### src/rtl/seg14_pkg.sv
// Character codes and 14-segment font shared by the display blocks.
// Segment order, MSB first: a b c d e f g1 g2 h i j k l m.
package seg14_pkg;

    localparam int CHAR_W = 6;
    localparam int SEG_W  = 14;

    localparam logic [CHAR_W-1:0] CH_SPACE = 6'd0;
    localparam logic [CHAR_W-1:0] CH_A     = 6'd1;
    localparam logic [CHAR_W-1:0] CH_E     = 6'd5;
    localparam logic [CHAR_W-1:0] CH_S     = 6'd19;
    localparam logic [CHAR_W-1:0] CH_X     = 6'd24;
    localparam logic [CHAR_W-1:0] CH_Z     = 6'd26;
    localparam logic [CHAR_W-1:0] CH_NTIL  = 6'd27;
    localparam logic [CHAR_W-1:0] CH_D0    = 6'd28;
    localparam logic [CHAR_W-1:0] CH_D2    = 6'd30;
    localparam logic [CHAR_W-1:0] CH_D9    = 6'd37;

    localparam logic [SEG_W-1:0] FONT_SPACE = 14'b00000000000000;
    localparam logic [SEG_W-1:0] FONT_A     = 14'b11101111000000;
    localparam logic [SEG_W-1:0] FONT_E     = 14'b10011110000000;
    localparam logic [SEG_W-1:0] FONT_S     = 14'b10110111000000;
    localparam logic [SEG_W-1:0] FONT_X     = 14'b00000000101101;
    localparam logic [SEG_W-1:0] FONT_NTIL  = 14'b10101011000000;
    localparam logic [SEG_W-1:0] FONT_D0    = 14'b11111100001001;
    localparam logic [SEG_W-1:0] FONT_D2    = 14'b11011011000000;

    // Indexed directly by character code 0..CH_D9.
    localparam logic [SEG_W-1:0] FONT_TAB [38] = '{
        FONT_SPACE,
        FONT_A,            14'b11110001010010, 14'b10011100000000, 14'b11110000010010,
        FONT_E,            14'b10001110000000, 14'b10111101000000, 14'b01101111000000,
        14'b10010000010010, 14'b01111000000000, 14'b00001110001100, 14'b00011100000000,
        14'b01101100101000, 14'b01101100100100, 14'b11111100000000, 14'b11001111000000,
        14'b11111100000100, 14'b11001111000100, FONT_S,            14'b10000000010010,
        14'b01111100000000, 14'b00001100001001, 14'b01101100000101, FONT_X,
        14'b00000000101010, 14'b10010000001001,
        FONT_NTIL,
        FONT_D0,           14'b01100000001000, FONT_D2,           14'b11110001000000,
        14'b01100111000000, 14'b10110111000000, 14'b10111111000000, 14'b11100000000000,
        14'b11111111000000, 14'b11110111000000
    };

endpackage

### src/rtl/seg14_scroll_ctrl_if.sv
// Host-side write/config bus and scanned display outputs of the scroll sequencer.
interface seg14_scroll_ctrl_if #(
    parameter int DIGITS = 12,
    parameter int AW     = 6
);
    logic              wr_en;
    logic [AW-1:0]     wr_addr;
    logic [5:0]        wr_char;
    logic [AW-1:0]     msg_len;
    logic              scroll_en;
    logic [DIGITS-1:0] sel;
    logic [13:0]       segm;
    logic              frame_tick;

    modport master (output wr_en, wr_addr, wr_char, msg_len, scroll_en,
                    input  sel, segm, frame_tick);
    modport slave  (input  wr_en, wr_addr, wr_char, msg_len, scroll_en,
                    output sel, segm, frame_tick);
endinterface

### src/rtl/seg14_font.sv
// Character code to 14-segment pattern; purely combinational, no backpressure.
// Codes beyond the last digit render as a blank.
module seg14_font
    import seg14_pkg::*;
(
    input  logic [CHAR_W-1:0] code,
    output logic [SEG_W-1:0]  pattern
);
    always_comb begin
        pattern = FONT_SPACE;
        if (code <= CH_D9) pattern = FONT_TAB[code];
    end
endmodule

### src/rtl/seg14_scroll_ctrl.sv
// Message buffer scanned onto a multiplexed 14-seg display with optional left scroll.
// sel/segm registered together (one clock after the buffer read); free-running, no backpressure.
module seg14_scroll_ctrl
    import seg14_pkg::*;
#(
    parameter int DIGITS     = 12,
    parameter int MSG_LEN    = 32,
    parameter int SCAN_DIV   = 4,
    parameter int SCROLL_DIV = 8
) (
    input  logic               clk,
    input  logic               rst_n,
    seg14_scroll_ctrl_if.slave bus
);
    localparam int IW = $clog2(MSG_LEN);
    localparam int AW = IW + 1;
    localparam int DW = (DIGITS > 1) ? $clog2(DIGITS) : 1;
    localparam int HW = (SCAN_DIV > 1) ? $clog2(SCAN_DIV) : 1;
    localparam int FW = (SCROLL_DIV > 1) ? $clog2(SCROLL_DIV) : 1;

    logic [CHAR_W-1:0] msg_buf [MSG_LEN];
    logic [DW-1:0]     digit;
    logic [HW-1:0]     hold;
    logic [IW-1:0]     offset, offset_nxt;
    logic [FW-1:0]     frame_cnt, frame_nxt;

    logic [AW-1:0]     len_eff;
    logic [AW:0]       rd_sum, rd_mod;
    logic [IW-1:0]     rd_idx;
    logic [CHAR_W-1:0] rd_char;
    logic [SEG_W-1:0]  rd_pat;
    logic              slot_end, frame_end, step;

    seg14_font u_font (
        .code    (rd_char),
        .pattern (rd_pat)
    );

    always_comb begin
        len_eff   = (bus.msg_len == '0 || bus.msg_len > AW'(MSG_LEN)) ? AW'(MSG_LEN) : bus.msg_len;
        // The modulo follows the live length, so a shrink mid-frame still reads in range.
        rd_sum    = (AW+1)'(offset) + (AW+1)'(digit);
        rd_mod    = rd_sum % {1'b0, len_eff};
        rd_idx    = IW'(rd_mod);
        rd_char   = msg_buf[rd_idx];
        slot_end  = (hold == HW'(SCAN_DIV - 1));
        frame_end = slot_end && (digit == DW'(DIGITS - 1));
        step      = bus.scroll_en && (frame_cnt == FW'(SCROLL_DIV - 1));

        offset_nxt = offset;
        frame_nxt  = frame_cnt;
        if (frame_end) begin
            if (bus.scroll_en) frame_nxt = step ? '0 : frame_cnt + 1'b1;
            if (AW'(offset) >= len_eff) offset_nxt = '0;
            else if (step) offset_nxt = (AW'(offset) + 1'b1 == len_eff) ? '0 : offset + 1'b1;
        end
    end

    always_ff @(posedge clk) begin
        if (!rst_n) begin
            bus.sel        <= '0;
            bus.segm       <= '0;
            bus.frame_tick <= 1'b0;
            digit          <= '0;
            hold           <= '0;
            offset         <= '0;
            frame_cnt      <= '0;
            for (int i = 0; i < MSG_LEN; i++) msg_buf[i] <= CH_SPACE;
        end else begin
            bus.sel        <= DIGITS'(1) << digit;
            bus.segm       <= rd_pat;
            bus.frame_tick <= frame_end;
            hold           <= slot_end ? '0 : hold + 1'b1;
            if (slot_end) digit <= (digit == DW'(DIGITS - 1)) ? '0 : digit + 1'b1;
            offset         <= offset_nxt;
            frame_cnt      <= frame_nxt;
            if (bus.wr_en && bus.wr_addr < AW'(MSG_LEN))
                msg_buf[IW'(bus.wr_addr)] <= bus.wr_char;
        end
    end
endmodule
### src/flat_wrapper.sv
// flat-port wrapper written by rule: the top's interface ports become plain ports
module seg14_scroll_ctrl_flat import seg14_pkg::*;
#(
    parameter int DIGITS     = 12,
    parameter int MSG_LEN    = 32,
    parameter int SCAN_DIV   = 4,
    parameter int SCROLL_DIV = 8
)
  (clk, rst_n, bus_wr_en, bus_wr_addr, bus_wr_char, bus_msg_len, bus_scroll_en, bus_sel, bus_segm, bus_frame_tick);
  seg14_scroll_ctrl_if #(.DIGITS(DIGITS)) bus_i ();
  input  logic clk;
  input  logic rst_n;
  input wire logic [$bits(bus_i.wr_en)-1:0] bus_wr_en;
  input wire logic [$bits(bus_i.wr_addr)-1:0] bus_wr_addr;
  input wire logic [$bits(bus_i.wr_char)-1:0] bus_wr_char;
  input wire logic [$bits(bus_i.msg_len)-1:0] bus_msg_len;
  input wire logic [$bits(bus_i.scroll_en)-1:0] bus_scroll_en;
  output wire logic [$bits(bus_i.sel)-1:0] bus_sel;
  output wire logic [$bits(bus_i.segm)-1:0] bus_segm;
  output wire logic [$bits(bus_i.frame_tick)-1:0] bus_frame_tick;
  assign bus_i.wr_en = bus_wr_en;
  assign bus_i.wr_addr = bus_wr_addr;
  assign bus_i.wr_char = bus_wr_char;
  assign bus_i.msg_len = bus_msg_len;
  assign bus_i.scroll_en = bus_scroll_en;
  assign bus_sel = bus_i.sel;
  assign bus_segm = bus_i.segm;
  assign bus_frame_tick = bus_i.frame_tick;
  seg14_scroll_ctrl #(.DIGITS(DIGITS), .MSG_LEN(MSG_LEN), .SCAN_DIV(SCAN_DIV), .SCROLL_DIV(SCROLL_DIV)) u_core (.clk(clk), .rst_n(rst_n), .bus(bus_i));
endmodule
### config.mk
export PLATFORM = sky130hd
export DESIGN_NAME = seg14_scroll_ctrl_flat
export DESIGN_NICKNAME = d
export VERILOG_FILES = /design/src/rtl/seg14_pkg.sv /design/src/rtl/seg14_scroll_ctrl_if.sv /design/src/rtl/seg14_font.sv /design/src/rtl/seg14_scroll_ctrl.sv /design/src/flat_wrapper.sv
export SDC_FILE = /design/constraint.sdc
export NUM_CORES = 1
export LEC_CHECK = 0
export ABC_AREA = 1
export CAP_MARGIN = 20
export CORE_UTILIZATION = 40
export DETAILED_ROUTE_END_ITERATION = 8
export HOLD_SLACK_MARGIN = 0.12
export SYNTH_ARGS = -nofsm -noshare
export SYNTH_HDL_FRONTEND = slang
export SYNTH_SLANG_ARGS = --single-unit
### constraint.sdc
create_clock -name clk -period 10.4 [get_ports clk]
set_input_delay 1.04 -clock clk [delete_from_list [all_inputs] [get_ports clk]]
set_output_delay 1.04 -clock clk [all_outputs]
set_load 0.1 [all_outputs]
* Word level (Yosys, flattened, before mapping)
Memories as Yosys holds them, arrays and structs flattened. A register that Yosys moved wholly into a read port is not among the register bits.
Cells that the tools add are included.
** Word-level totals
- Word-level logic and storage cells :: 51
- Memory bits (read-only) :: 896
- Register bits after elaboration :: 27
- Memories kept :: 2
- RAM bits :: 192
** Memories
- (no name shown) :: words 64, width 14, read ports 1, clocked after memory_dff 1, wr ports 0, line seg14_font.sv:11 : if (code <= CH_D9) pattern = FONT_TAB[code];
- u_core.msg_buf :: words 32, width 6, read ports 1, clocked after memory_dff 0, wr ports 32, line seg14_scroll_ctrl.sv:21 : logic [CHAR_W-1:0] msg_buf [MSG_LEN];
** Cells by class
- Eq/ne operators :: 4
- Order comparisons :: 4
- Multiplexer cells :: 13
- Shift-type cells :: 1
- Bitwise operators :: 2
- Divide/modulo/power cells :: 1
- Reduce and logical (&&, ||, !) cells :: 12
- $add $sub $neg :: 6
** Operators by type and width (number)
- 2-to-1 mux 5 bit :: 4
- 2-to-1 mux 6 bit :: 2
- << shifter 1 x 4 -> 12 bit, first input constant :: 1
- modulo 7 x 6 -> 7 bit :: 1
- NOT 6 -> 7 bit :: 1
- adder 5 x 1 -> 6 bit, second input constant :: 1
- adder 5 x 4 -> 6 bit :: 1
- == test 6 bit :: 1
- >= comparator 5 x 6 -> 1 bit :: 1
- greater-than comparator 6 bit, second input constant :: 1
- less-or-equal comparator 6 bit, second input constant :: 1
- logical NOT 6 bit :: 1
- less-than comparator 6 bit, second input constant :: 1
- AND reduction 2 bit :: 3
- OR reduction 6 bit :: 1
- adder 5 x 1 -> 5 bit, second input constant :: 1
- 2-to-1 mux 1 bit :: 5
- adder 4 x 1 -> 4 bit, second input constant :: 1
- == test 4 bit, second input constant :: 1
- 2-to-1 mux 4 bit :: 1
- adder 3 x 1 -> 3 bit, second input constant :: 1
- == test 3 bit, second input constant :: 1
- logical AND 1 bit :: 3
- 2-to-1 mux 3 bit :: 1
- 7 further kinds :: 7

* Longest topological paths before layout
An unclocked memory read counts as a cell.
- Word-level depth :: 8
- Mapped depth :: 80

* Modules after synthesis
From an unflattened synthesis, not the netlist that was laid out.
** Unflattened totals
- Cells, all modules :: 1724
- Area total of the unflattened synthesis :: 13644.3 µm²
** By module, submodules not included
- seg14_scroll_ctrl :: cells an instance 1554, area each 12771.0 µm², times used 1
- seg14_font :: cells an instance 170, area each 873.3 µm², times used 1

* Least setup slack after synthesis
OpenSTA, ideal clock, no wires.
- Path kind :: input to register
- From :: input bus_msg_len[3]
- To :: register u_core.bus.segm[12]
- Buffers on the path :: 3
- Setup slack :: 501 ps
- Setup time :: 70 ps
- Required time :: 10330 ps
- Arrival :: 9829 ps
- Stages on the path :: 70
- Path through :: nor2_1 > nand3_1 > nor2_1 > nor2_1 > nor2_1 > inv_1 > ha_1 > nor2_1 > nor2_2 > nor2_1 > nor2_1 > inv_1 > nand2_1 > o21ai_0 > ha_1 > nand3_1 > nand3_1 > nand2_2 > (+34 left out) > o21ai_2 > buf_4 > buf_4 > nand3_1 > nand3_1 > nand3_1 > nand2_1 > nand2_1 > nand2_1 > inv_1 > ha_1 > inv_1 > nand3_1 > o21ai_0 > nand2_1 > nand2_1 > nand2_1 > a21oi_1
** Between the ends
- Cells in the longest elaborated chain, start to end :: 8
- Elaborated cells on any way between the ends :: 10
- Classes of those cells :: div (1); order compare (2); mux (1); bitwise (1); reduce/logical (4); memory (1)
** Ends and longest elaborated chain
- start, declared :: line flat_wrapper.sv:16 : input wire logic [$bits(bus_i.msg_len)-1:0] bus_msg_len;
- greater-than comparator 6 bit / logical NOT 6 bit (equally long branches) :: line seg14_scroll_ctrl.sv:40 : len_eff = (bus.msg_len == '0 || bus.msg_len > AW'(MSG_LEN)) ? AW'(MSG_LEN) : bus.msg_len;
- logical OR 1 bit :: line seg14_scroll_ctrl.sv:40
- 2-to-1 mux 6 bit * :: line seg14_scroll_ctrl.sv:40
- modulo 7 x 6 -> 7 bit * :: line seg14_scroll_ctrl.sv:43 : rd_mod = rd_sum % {1'b0, len_eff};
- memory (32 x 6 bit) *
- less-or-equal comparator 6 bit :: line seg14_font.sv:11
- AND reduction 2 bit (no source line)
- logical NOT 1 bit (no source line)
- end, declared :: line seg14_scroll_ctrl_if.sv:18 : output sel, segm, frame_tick);
Mark *: on every way between the ends. The rest lies on a longest branch, timed or not.
A chain may end at the register's enable or synchronous reset.

* Final worst setup path
- From :: input bus_msg_len[0]
- To :: register u_core.bus.segm[11]
Same word-level chain as after synthesis.

==> run metrics <==
most numerous cell on the critical path=nand2_1; residual DRC count=0; total CTS buffers=27; area grow syn2layout=22.54%; vias=11050; final WL=35520 um; final worst clock skew=25.87 ps; Wirelength per Cell=16.61 um; outcome=completed; RR Startpoint=u_core.digit[2]; arrival time at the worst endpoint=10340 ps; final slew viol count=0; sequential fraction of the synthesis area=50.71%; relative slew slack=21.76%; Slowest-stage cell, CP=clkdlybuf4s50_1; GP Congestion=0.9019; initial antenna violation count=0; Non-Filler Instances=2138; R2R Path End=u_core.bus.segm[11]; Worst-path clk slew=60 ps; number of global-route vias before repair=10580; critical path class=input pin to register; Hold Startpoint=u_core.hold[0]; hold_ws=423.4 ps; layout cells sized above 1=16.24%; critical path required time=10830 ps; Final HPWL DP=23530 um; CTS tree=built; period utilization=95.27%; crit start category=input pin; R2R Setup Slk=730 ps; Final Hold Viols=0; Chip Width=182.2 um; most used routing layer=met2; Synth Warn #=0; Die Footprint=33190 um^2; syn_area_per_cell=8.299 um^2; H-Tree Depth=1; Core Region=31720 um^2; Ant. Diodes=0; placed insts=2069; Max Clk Rate=0.1009 GHz; met1 global-route usage=27.96%; commonest cells after routing, fill and taps aside=nand2_1 (408), nor2_1 (236), nand3_1 (205), edfxtp_1 (192), inv_1 (136); commonest non-fill, non-tap cell in the layout=nand2_1; Min Clock Period, post-route=9908 ps; WHS Path Cells=1; Clock Latency Late Sink=550 ps; DRC marker count from the first detailed-route iteration=882; fin worst setup slack=492.1 ps; Post-synth EDFFs=192; nets=1791; first-pass GRT wire length=54990 um; Crit Path Max Fanout=13; max incr delay on CP=440 ps; Setup WS pre-CTS=-409.6 ps; GR Util met2=35.39%; total grt overflow=0; Mapped Nets=1641; Ports=49; fin util=50.18%; # Max-Cap Violations=0; R2R cell count=67; Synth Flop Type=edfxtp_1; #FFs+latches synth=233; Syn Inst Count=1565; DR pass1 iterations=6; Routed Antenna Nets=0; Hold EP=u_core.hold[0]; Starting Density=40.95%; largest net degree at the start of global routing=41; Row Count=65; Yosys cell types=46; post-synthesis async set-or-reset flop share=0%; Post-Syn Area=12990 um^2; Port Buf Inserts=48; maximum clock path buffer count=3; worst slew pin tran=1167 ps; Setup crit end kind=register; GR Util All Layers=20.99%; met3 GRT Util=3.173%; # clock sinks=233; Via density=5.170; Chip Height=182.2 um; Root Buffer=clkbuf_16; Worst Hold Class=register to register; Setup-failing EPs final=0
[synth_stat cells, types with 4 or more instances]
cell type / n / area (um^2)
nand2_1: 420 / 1577
nor2_1: 242 / 908.4
nand3_1: 217 / 1086
edfxtp_1: 192 / 5766
inv_1: 148 / 555.5
ha_1: 52 / 650.6
dfxtp_1: 41 / 820.8
a21oi_1: 38 / 190.2
o21ai_0: 32 / 160.2
nor3_1: 24 / 120.1
clkbuf_1: 21 / 78.83
buf_2: 17 / 85.08
xor2_1: 17 / 148.9
buf_4: 16 / 120.1
nand2_2: 14 / 87.58
buf_6: 8 / 90.09
inv_2: 7 / 26.28
o21ai_1: 6 / 30.03
nand3_2: 5 / 50.05
nand4_1: 4 / 25.02
o21ai_2: 4 / 35.03
xnor2_1: 4 / 35.03
[logic make-up after synthesis]
family	synth area share (%)
AO/OA/AOI/OAI	4.788
buffers and inverters	7.447
AND/OR/NAND/NOR	30.29
XOR/XNOR	1.416
flip-flops	50.71
other	0.02887
adder cells (fa/ha/maj)	5.318
[repair_timing]
item                       CTS  global route
setup endpoints to repair    0            14
gates resized for setup      0            84
buffers inserted             0            17
hold buffers                 0             0
[worst max-delay path, delay by kind of cell]
| kind | cells | cell delay [ps] |
|---|---|---|
| compound gates | 16 | 2040 |
| simple gates | 38 | 4160 |
| buf+inv | 9 | 1410 |
| fa+ha+maj | 6 | 1750 |
[stage by stage]
step | area (um^2) | TNS (ps)
2_1_floorplan | 12990 | 0
3_3_place_gp | 14630 | -687.0
3_5_place_dp | 14630 | -4279
4_1_cts | 15440 | 0
5_1_grt | 15920 | -2435
6_report | 15920 | 0
[per-layer routing]
layer	up-vias	part of all wire, %
li1	5456	-
met1	5183	44
met2	345	47
met3	70	6.2
met4	0	2.5
met5	-	0
[how the worst max path moves through the flow]
stage              startpoint             endpoint  slack (ps)  cells past startpoint
2_1_floorplan  bus_msg_len[3]  u_core.bus.segm[12]         500                     70
3_3_place_gp   bus_msg_len[1]   u_core.bus.segm[0]        -170                     69
3_5_place_dp   bus_msg_len[1]   u_core.bus.segm[0]        -410                     69
4_1_cts        bus_msg_len[1]   u_core.bus.segm[6]          90                     69
5_1_grt        bus_msg_len[0]  u_core.bus.segm[12]        -230                     72
6_report       bus_msg_len[0]  u_core.bus.segm[11]         490                     69
[registers in the layout (all words and copies together) (netlist names)]
| signal | count |
|---|---|
| u_core.offset | 5 |
| u_core.msg_buf | 192 |
| u_core.bus.frame_tick | 1 |
| u_core.frame_cnt | 3 |
| u_core.digit | 4 |
| u_core.hold | 2 |
| u_core.bus.sel | 12 |
| u_core.bus.segm | 14 |
[cell type report]
cell class	instances	area (um^2)
fillers	3017	15800
well taps	402	503.0
clock buffers	32	694.4
inverters	155	585.6
clock inverters	18	115.1
multi-input cells	1112	5732
flip-flops and latches	233	6586
repair buffers	186	1699
Power is left out: the tool's default activity adds up to more than one toggle a clock period on the data nets, which glitch-free logic cannot reach.
